**config.mk**
```make
export PLATFORM = sky130hd
export DESIGN_NAME = gcd_engine
export DESIGN_NICKNAME = d
export VERILOG_FILES = /design/src/rtl/gcd_pkg.sv /design/src/rtl/gcd_datapath.sv /design/src/rtl/gcd_engine.sv
export SDC_FILE = /design/constraint.sdc
export NUM_CORES = 1
export LEC_CHECK = 0
export BUFFER_PORTS_ARGS = -buffer_cell sky130_fd_sc_hd__buf_2
export CELL_PAD_IN_SITES_DETAIL_PLACEMENT = 1
export CELL_PAD_IN_SITES_GLOBAL_PLACEMENT = 1
export CORE_MARGIN = 4
export CORE_UTILIZATION = 43
export DETAILED_ROUTE_END_ITERATION = 12
export PLACE_DENSITY = 0.89
export SETUP_SLACK_MARGIN = 0.2
export SLEW_MARGIN = 20
export SYNTH_ARGS = -nofsm -noshare
export SYNTH_HDL_FRONTEND = slang
export SYNTH_SLANG_ARGS = --single-unit
```
**constraint.sdc**
```tcl
create_clock -name clk -period 3.2 [get_ports clk]
set_clock_uncertainty 0.2 [all_clocks]
set_input_delay 0.64 -clock clk [delete_from_list [all_inputs] [get_ports clk]]
set_output_delay 0.64 -clock clk [all_outputs]
set_load 0.01 [all_outputs]
```
**src/rtl/gcd_pkg.sv**
```systemverilog
// Shared types and helpers for the gcd_engine codebase slice.
// GCD_BINARY_EN selects the binary (Stein) step in gcd_datapath.
package gcd_pkg;

   typedef enum logic [1:0] {
      IDLE = 2'd0,
      CALC = 2'd1,
      DONE = 2'd2
   } state_t;

   typedef struct packed {
      logic a_zero;
      logic b_zero;
      logic eq;
      logic gt;
   } cmp_flags_t;

   // Width of the common power-of-two shift count k.
   function automatic int K_W(input int width);
      return $clog2(width) + 1;
   endfunction

endpackage

```
**src/rtl/gcd_datapath.sv**
```systemverilog
// Operand registers, comparator, iteration step and result/err registers for gcd_engine.
// Define GCD_BINARY_EN for the binary (Stein) step with k shift; default is subtractive Euclid.
module gcd_datapath
   import gcd_pkg::*;
#(
   parameter int WIDTH = 16
) (
   input  logic             clk,
   input  logic             rst_n,
   input  logic             load,
   input  logic             step,
   input  logic             latch,
   input  logic [WIDTH-1:0] a_in,
   input  logic [WIDTH-1:0] b_in,
   output cmp_flags_t       flags,
   output logic [WIDTH-1:0] result,
   output logic             err
);

   logic [WIDTH-1:0] a_q;
   logic [WIDTH-1:0] b_q;
   logic [WIDTH-1:0] diff_ab;
   logic [WIDTH-1:0] diff_ba;
   logic [WIDTH-1:0] final_val;

   assign flags.a_zero = (a_q == '0);
   assign flags.b_zero = (b_q == '0);
   assign flags.eq     = (a_q == b_q);
   assign flags.gt     = (a_q > b_q);

   // Only the difference with the larger minuend is ever used, so neither wraps.
   assign diff_ab = a_q - b_q;
   assign diff_ba = b_q - a_q;

`ifdef GCD_BINARY_EN
   localparam int KW = K_W(WIDTH);
   logic [KW-1:0] k_q;

   always_ff @(posedge clk or negedge rst_n) begin
      if (!rst_n) begin
         a_q <= '0;
         b_q <= '0;
         k_q <= '0;
      end else if (load) begin
         a_q <= a_in;
         b_q <= b_in;
         k_q <= '0;
      end else if (step) begin
         if (!a_q[0] && !b_q[0]) begin
            a_q <= a_q >> 1;
            b_q <= b_q >> 1;
            k_q <= k_q + 1'b1;
         end else if (!a_q[0]) begin
            a_q <= a_q >> 1;
         end else if (!b_q[0]) begin
            b_q <= b_q >> 1;
         end else if (flags.gt) begin
            a_q <= diff_ab >> 1;
         end else begin
            b_q <= diff_ba >> 1;
         end
      end
   end

   // The common factor 2^k removed while both were even is restored here.
   assign final_val = a_q << k_q;
`else
   always_ff @(posedge clk or negedge rst_n) begin
      if (!rst_n) begin
         a_q <= '0;
         b_q <= '0;
      end else if (load) begin
         a_q <= a_in;
         b_q <= b_in;
      end else if (step) begin
         if (flags.gt) begin
            a_q <= diff_ab;
         end else begin
            b_q <= diff_ba;
         end
      end
   end

   assign final_val = a_q;
`endif

   // A zero operand can only come from the load, so k is still 0 on those paths.
   always_ff @(posedge clk or negedge rst_n) begin
      if (!rst_n) begin
         result <= '0;
         err    <= 1'b0;
      end else if (load) begin
         err <= 1'b0;
      end else if (latch) begin
         err <= flags.a_zero & flags.b_zero;
         if (flags.a_zero) begin
            result <= b_q;
         end else if (flags.b_zero) begin
            result <= a_q;
         end else begin
            result <= final_val;
         end
      end
   end

endmodule

```
**src/rtl/gcd_engine.sv**
```systemverilog
// Two-operand GCD engine: controller FSM around gcd_datapath with start/busy/done handshake.
// GCD_BINARY_EN switches the iteration to the binary (Stein) step; ports are unchanged.
module gcd_engine
   import gcd_pkg::*;
#(
   parameter int WIDTH = 16
) (
   input  logic             clk,
   input  logic             rst_n,
   input  logic             start,
   input  logic [WIDTH-1:0] a_in,
   input  logic [WIDTH-1:0] b_in,
   output logic             busy,
   output logic             done,
   output logic [WIDTH-1:0] result,
   output logic             err
);

   state_t     state_q;
   state_t     state_d;
   cmp_flags_t flags;
   logic       load;
   logic       step;
   logic       latch;
   logic       finish;

   assign finish = flags.a_zero | flags.b_zero | flags.eq;

   always_ff @(posedge clk or negedge rst_n) begin
      if (!rst_n) begin
         state_q <= IDLE;
      end else begin
         state_q <= state_d;
      end
   end

   // start is looked at only in IDLE, so requests during CALC/DONE are dropped.
   always_comb begin
      state_d = state_q;
      load    = 1'b0;
      step    = 1'b0;
      latch   = 1'b0;
      case (state_q)
         IDLE: begin
            if (start) begin
               load    = 1'b1;
               state_d = CALC;
            end
         end
         CALC: begin
            if (finish) begin
               latch   = 1'b1;
               state_d = DONE;
            end else begin
               step = 1'b1;
            end
         end
         DONE:    state_d = IDLE;
         default: state_d = IDLE;
      endcase
   end

   assign busy = (state_q == CALC);
   assign done = (state_q == DONE);

   gcd_datapath #(
      .WIDTH (WIDTH)
   ) u_datapath (
      .clk    (clk),
      .rst_n  (rst_n),
      .load   (load),
      .step   (step),
      .latch  (latch),
      .a_in   (a_in),
      .b_in   (b_in),
      .flags  (flags),
      .result (result),
      .err    (err)
   );

endmodule

```
# Yosys cells after proc, flatten, opt, wreduce, memory -nomap -nowiden
# Index checks and enable logic that the tools add are counted.
# W data, S select, Z words.
[word_totals]
reg_bits = 51
out_inout_bits = 19
[op_classes]
n_addsub = 2
order_cmp = 1
n_eq_ne = 6
n_mux = 18
bitwise_logic = 4
n_reduce_logical = 10
[ops]
columns = ["op", "n"]
rows = [
  ["$mux W16", 7],
  ["$logic_not A16 Y1", 2],
  ["$sub A16 B16 Y16", 2],
  ["$eq A16 B16 Y1", 1],
  ["$gt A16 B16 Y1", 1],
  ["$mux W1", 8],
  ["$reduce_and A2 Y1", 4],
  ["$reduce_bool A2 Y1", 3],
  ["$mux W2", 2],
  ["$ne A2 B1 Y1 const B", 2],
  ["$pmux W2 S2", 1],
  ["$eq A2 B1 Y1 const B", 1],
  ["$eq A2 B2 Y1 const B", 1],
  ["$logic_not A2 Y1", 1],
  ["$ne A2 B2 Y1 const B", 1],
  ["$or A1 B1 Y1", 2],
  ["$and A1 B1 Y1", 1],
  ["$not A1 Y1", 1],
]

# Logic depth before layout (Yosys ltp)
[depth]
ltp_word = 7
mapped_depth = 11
ltp_nobuf = 10

# Hierarchy
# From an unflattened synthesis, not the netlist that was laid out.
[unflattened]
hier_cells = 500
hier_area_um2 = 4097.7
[modules_own_cells]
columns = ["module", "n_inst", "cells_each", "area_per_inst_um2"]
rows = [
  ["gcd_datapath", 1, 488, 3978.8],
  ["gcd_engine", 1, 12, 118.9],
]

# Least setup slack after synthesis
# Ideal clock, no wire load.
[synth_path]
kind = "register to register"
start = "register u_datapath.b_q[0]"
end = "register u_datapath.b_q[15]"
setup_time_ps = 126
t_arrival_ps = 2218
required_ps = 2874
path_slack_ps = 656
path_stages_with_launch = 10
path_buffers = 1
synth_period_minus_slack_ps = 2544
cell_sequence = "dfrtp_1 -> ha_1 -> fa_1 -> nand2b_1 -> a21oi_1 -> o211ai_1 -> nand2_1 -> nor2_2 -> buf_2 -> a221o_1"
[synth_between]
elab_chain_len = 7
[synth_lines]
columns = ["element", "line_no", "text"]
rows = [
  ["from (decl)", "gcd_datapath.sv:21", "logic [WIDTH-1:0] b_q;"],
  ["from (signal assigned)", "gcd_datapath.sv:74", "b_q <= b_in;"],
  ["from (signal assigned)", "gcd_datapath.sv:79", "b_q <= diff_ba;"],
  ["branches (longest 7 deep; another with $sub A16 B16 Y16)", "n/a", ""],
]
# Several ways; the timed one is not identified. The select of a mux whose other input is x is not followed.
# A chain may end at the register's enable or synchronous reset.

# Worst setup path after layout
[layout_path]
start = "register u_datapath.b_q[4]"
end = "register u_datapath.a_q[15]"
[layout_between]
elab_chain_len = 7
[layout_lines]
columns = ["element", "line_no", "text"]
rows = [
  ["branches (longest 7 deep; another with $sub A16 B16 Y16)", "n/a", ""],
  ["to (signal assigned)", "gcd_datapath.sv:73", "a_q <= a_in;"],
  ["to (signal assigned)", "gcd_datapath.sv:77", "a_q <= diff_ab;"],
  ["to (decl)", "gcd_datapath.sv:20", "logic [WIDTH-1:0] a_q;"],
]
# Several ways; the timed one is not identified. The select of a mux whose other input is x is not followed.

==> results.cfg <==
[clock_network]
cts_buffers = 5
clockBufferDepth = 2
cts_tree = done
clk_latency_ns = 0.31
htreeDepth = 2
clkSlewWorstSetupHoldPaths_ns = 0.10
cts-root-buf = clkbuf_8
cts_sinks = 51
postCtsHoldBufs = 0

[routing]
num_vias = 3857
wl_um = 13400
drtIter0Drc = 264
viasPerCell = 6.20
remaining_drc_errors = 0
wl_per_cell_um = 21.6
dr.pass1.iters = 5
ant_nets = 0

[place]
hpwl_um = 9730
gp_congestion = 0.936
port_buffers = 53

[synthesis]
synth_area_um2 = 3780
yosys_warnings = 0
yosysSeqAreaShare = 0.337
syn_nets = 522
ys.flop_type = dfrtp_1
synth.distinct_cells = 55
synthTopCellsByArea = dfrtp_1 (34%), ha_1 (10%), a21oi_1 (7.5%), o21ai_0 (5.2%), nand2_1 (5.1%)
synthCells = 454
synth-async-reset-ratio = 1.00
syn_area_per_cell_um2 = 8.33
yosysTopAreaCellShare = 0.337
synth_top_area_cell = dfrtp_1
synth-seq-cells = 51
synthMostInstantiatedCell = a21oi_1
synth-edff-count = 0
synthTopCellsByCount = a21oi_1 (57), dfrtp_1 (51), nand2_1 (51)

[critical_path]
cp-end-kind = register
startpoint_type = register
cp.required_ns = 3.22
critPathArrivalTime_ns = 2.97
critical_path_class = register to register
cp_max_fo = 8

[floorplanning]
chipWidth_um = 102
row_count = 33
dieArea_um2 = 10400
die_y_um = 102
start_util = 0.451
io_pins = 54
core_um2 = 8380

[sta]
max_freq_mhz = 340
relSlewSlack = 0.527
rsz0062_at_grt = false
setup_viol = 0
hold_violations = 0
finalCritPeriodShare = 0.920
drv_slew = 0
worstMarginPinSlew_ns = 0.708
min_period_ns = 2.94
fin_setup_tns_ns = 0

[outcome]
status = finished clean

[power]
p_per_area_nw_per_um2 = 256
total_power_mw = 1.14
ir_drop_v = 0.000134
power.leakage_nw = 2.13

[grt]
grt_use_total = 0.254
grt_start_max_net_pins = 36
antenna_found_initial = 0
grt_pass1_wl_um = 20400
grt-ovfl-total = 0
grt_pass1_vias = 3903

[final_layout]
syn_to_final_growth_pct = 17.8
drive_gt1_frac = 0.221
nNetsFinal = 585
num_antenna_cells = 0

[hold_path]
hold_path.class = primary input to asynchronous set/reset pin

[run]
maxCapViolCount = 0
per-stage QoR:
step                area (µm²)  setup slack [ns]  cells   util  hold slack, ns
finish                    4460             0.257    622  0.532          0.0777
global route              4460             0.161    622  0.532           0.122
CTS                       4330             0.203    613  0.517          0.0940
detailed placement        4210             0.192    606  0.502           0.269
global placement          4210             0.303    606  0.502           0.256
floorplan                 3780             0.656    454      -           0.144
registers in the layout, summed over array words and instances, names as in the netlist:
signal	flops
state_q	2
u_datapath.result	16
u_datapath.b_q	16
u_datapath.err	1
u_datapath.a_q	16
timing repair:
action | in CTS | in global routing
pin swaps | 1 | 5
cloned | 0 | 2
endpoints found under the hold margin | 0 | 0
setup buffers | 0 | 7
gates resized for setup | 5 | 14
endpoints found under the setup margin | 16 | 39
placed cells by master (no fill, tap or decap), drive strengths merged, types with 2 or more instances in the layout:
| master | count |
|---|---|
| o21ai | 40 |
| buf | 83 |
| nand2b | 4 |
| a22oi | 5 |
| a31oi | 2 |
| nor3 | 7 |
| or2 | 2 |
| nand3 | 12 |
| nand2 | 51 |
| dfrtp | 51 |
| clkbuf | 5 |
| nand4 | 7 |
| a21oi | 58 |
| xor2 | 11 |
| o311ai | 4 |
| a21o | 5 |
| o21bai | 4 |
| fa | 2 |
| o21a | 5 |
| o211ai | 6 |
| a221o | 6 |
| and4 | 2 |
| and2 | 2 |
| nor2 | 27 |
| and3 | 4 |
| ha | 31 |
| nor4 | 8 |
| inv | 35 |
| xnor2 | 14 |
| nand3b | 2 |
| nor2b | 6 |
cells by family after synthesis:
family,Yosys count,synth area share
and+or+nand+nor,135,0.179
DFF,51,0.337
adders and majority gates,33,0.113
AOI/OAI and AO/OA,147,0.237
xor gates and xnor gates,25,0.0579
buffers and inverters,63,0.0751
path summary, 6_finish.rpt:
check	start	to	slack (ns)	cells after the start
worst max-delay path	u_datapath.b_q[4]	u_datapath.a_q[15]	0.26	10
worst min-delay path	rst_n	u_datapath.b_q[5]	0.08	1
worst max register to register	u_datapath.b_q[4]	u_datapath.a_q[15]	0.26	10
worst min register to register	u_datapath.result[0]	u_datapath.result[0]	0.28	2
max in group asynchronous	rst_n	u_datapath.a_q[1]	1.86	2
min in group clk	u_datapath.result[0]	u_datapath.result[0]	0.28	2
critical path, cell delays in order, from the launching register on:
cell	delay [ns]
dfrtp_1	0.51
inv_1	0.09
ha_1	0.41
buf_4	0.21
a21oi_1	0.16
o21ai_0	0.16
a211oi_2	0.38
o21a_1	0.26
o21ai_0	0.15
xnor2_1	0.16
o21ai_0	0.18
report_power, final:
part / total (mW) / internal (mW) / switching (mW)
Combinational: 0.0366 / 0.0156 / 0.0211
Clock: 0.460 / 0.229 / 0.231
Sequential: 0.644 / 0.644 / 0
layout make-up:
cell class / count / area [µm²]
repair buffers: 83 / 504
multi-input cells: 341 / 2300
fillers: 1051 / 3930
clock inverters: 2 / 37.5
flip-flops and latches: 51 / 1280
well taps: 105 / 131
clock buffers: 5 / 68.8
inverters: 35 / 131
metal layers:
layer / wire [µm] / part of all wire / track usage
met1: 5640 / 0.42 / 0.337
met2: 6410 / 0.48 / 0.427
met3: 878 / 0.065 / 0.0303
met4: 519 / 0.039 / 0.0890
met5: 0 / 0 / 0
(Power assumes the default switching activity.)
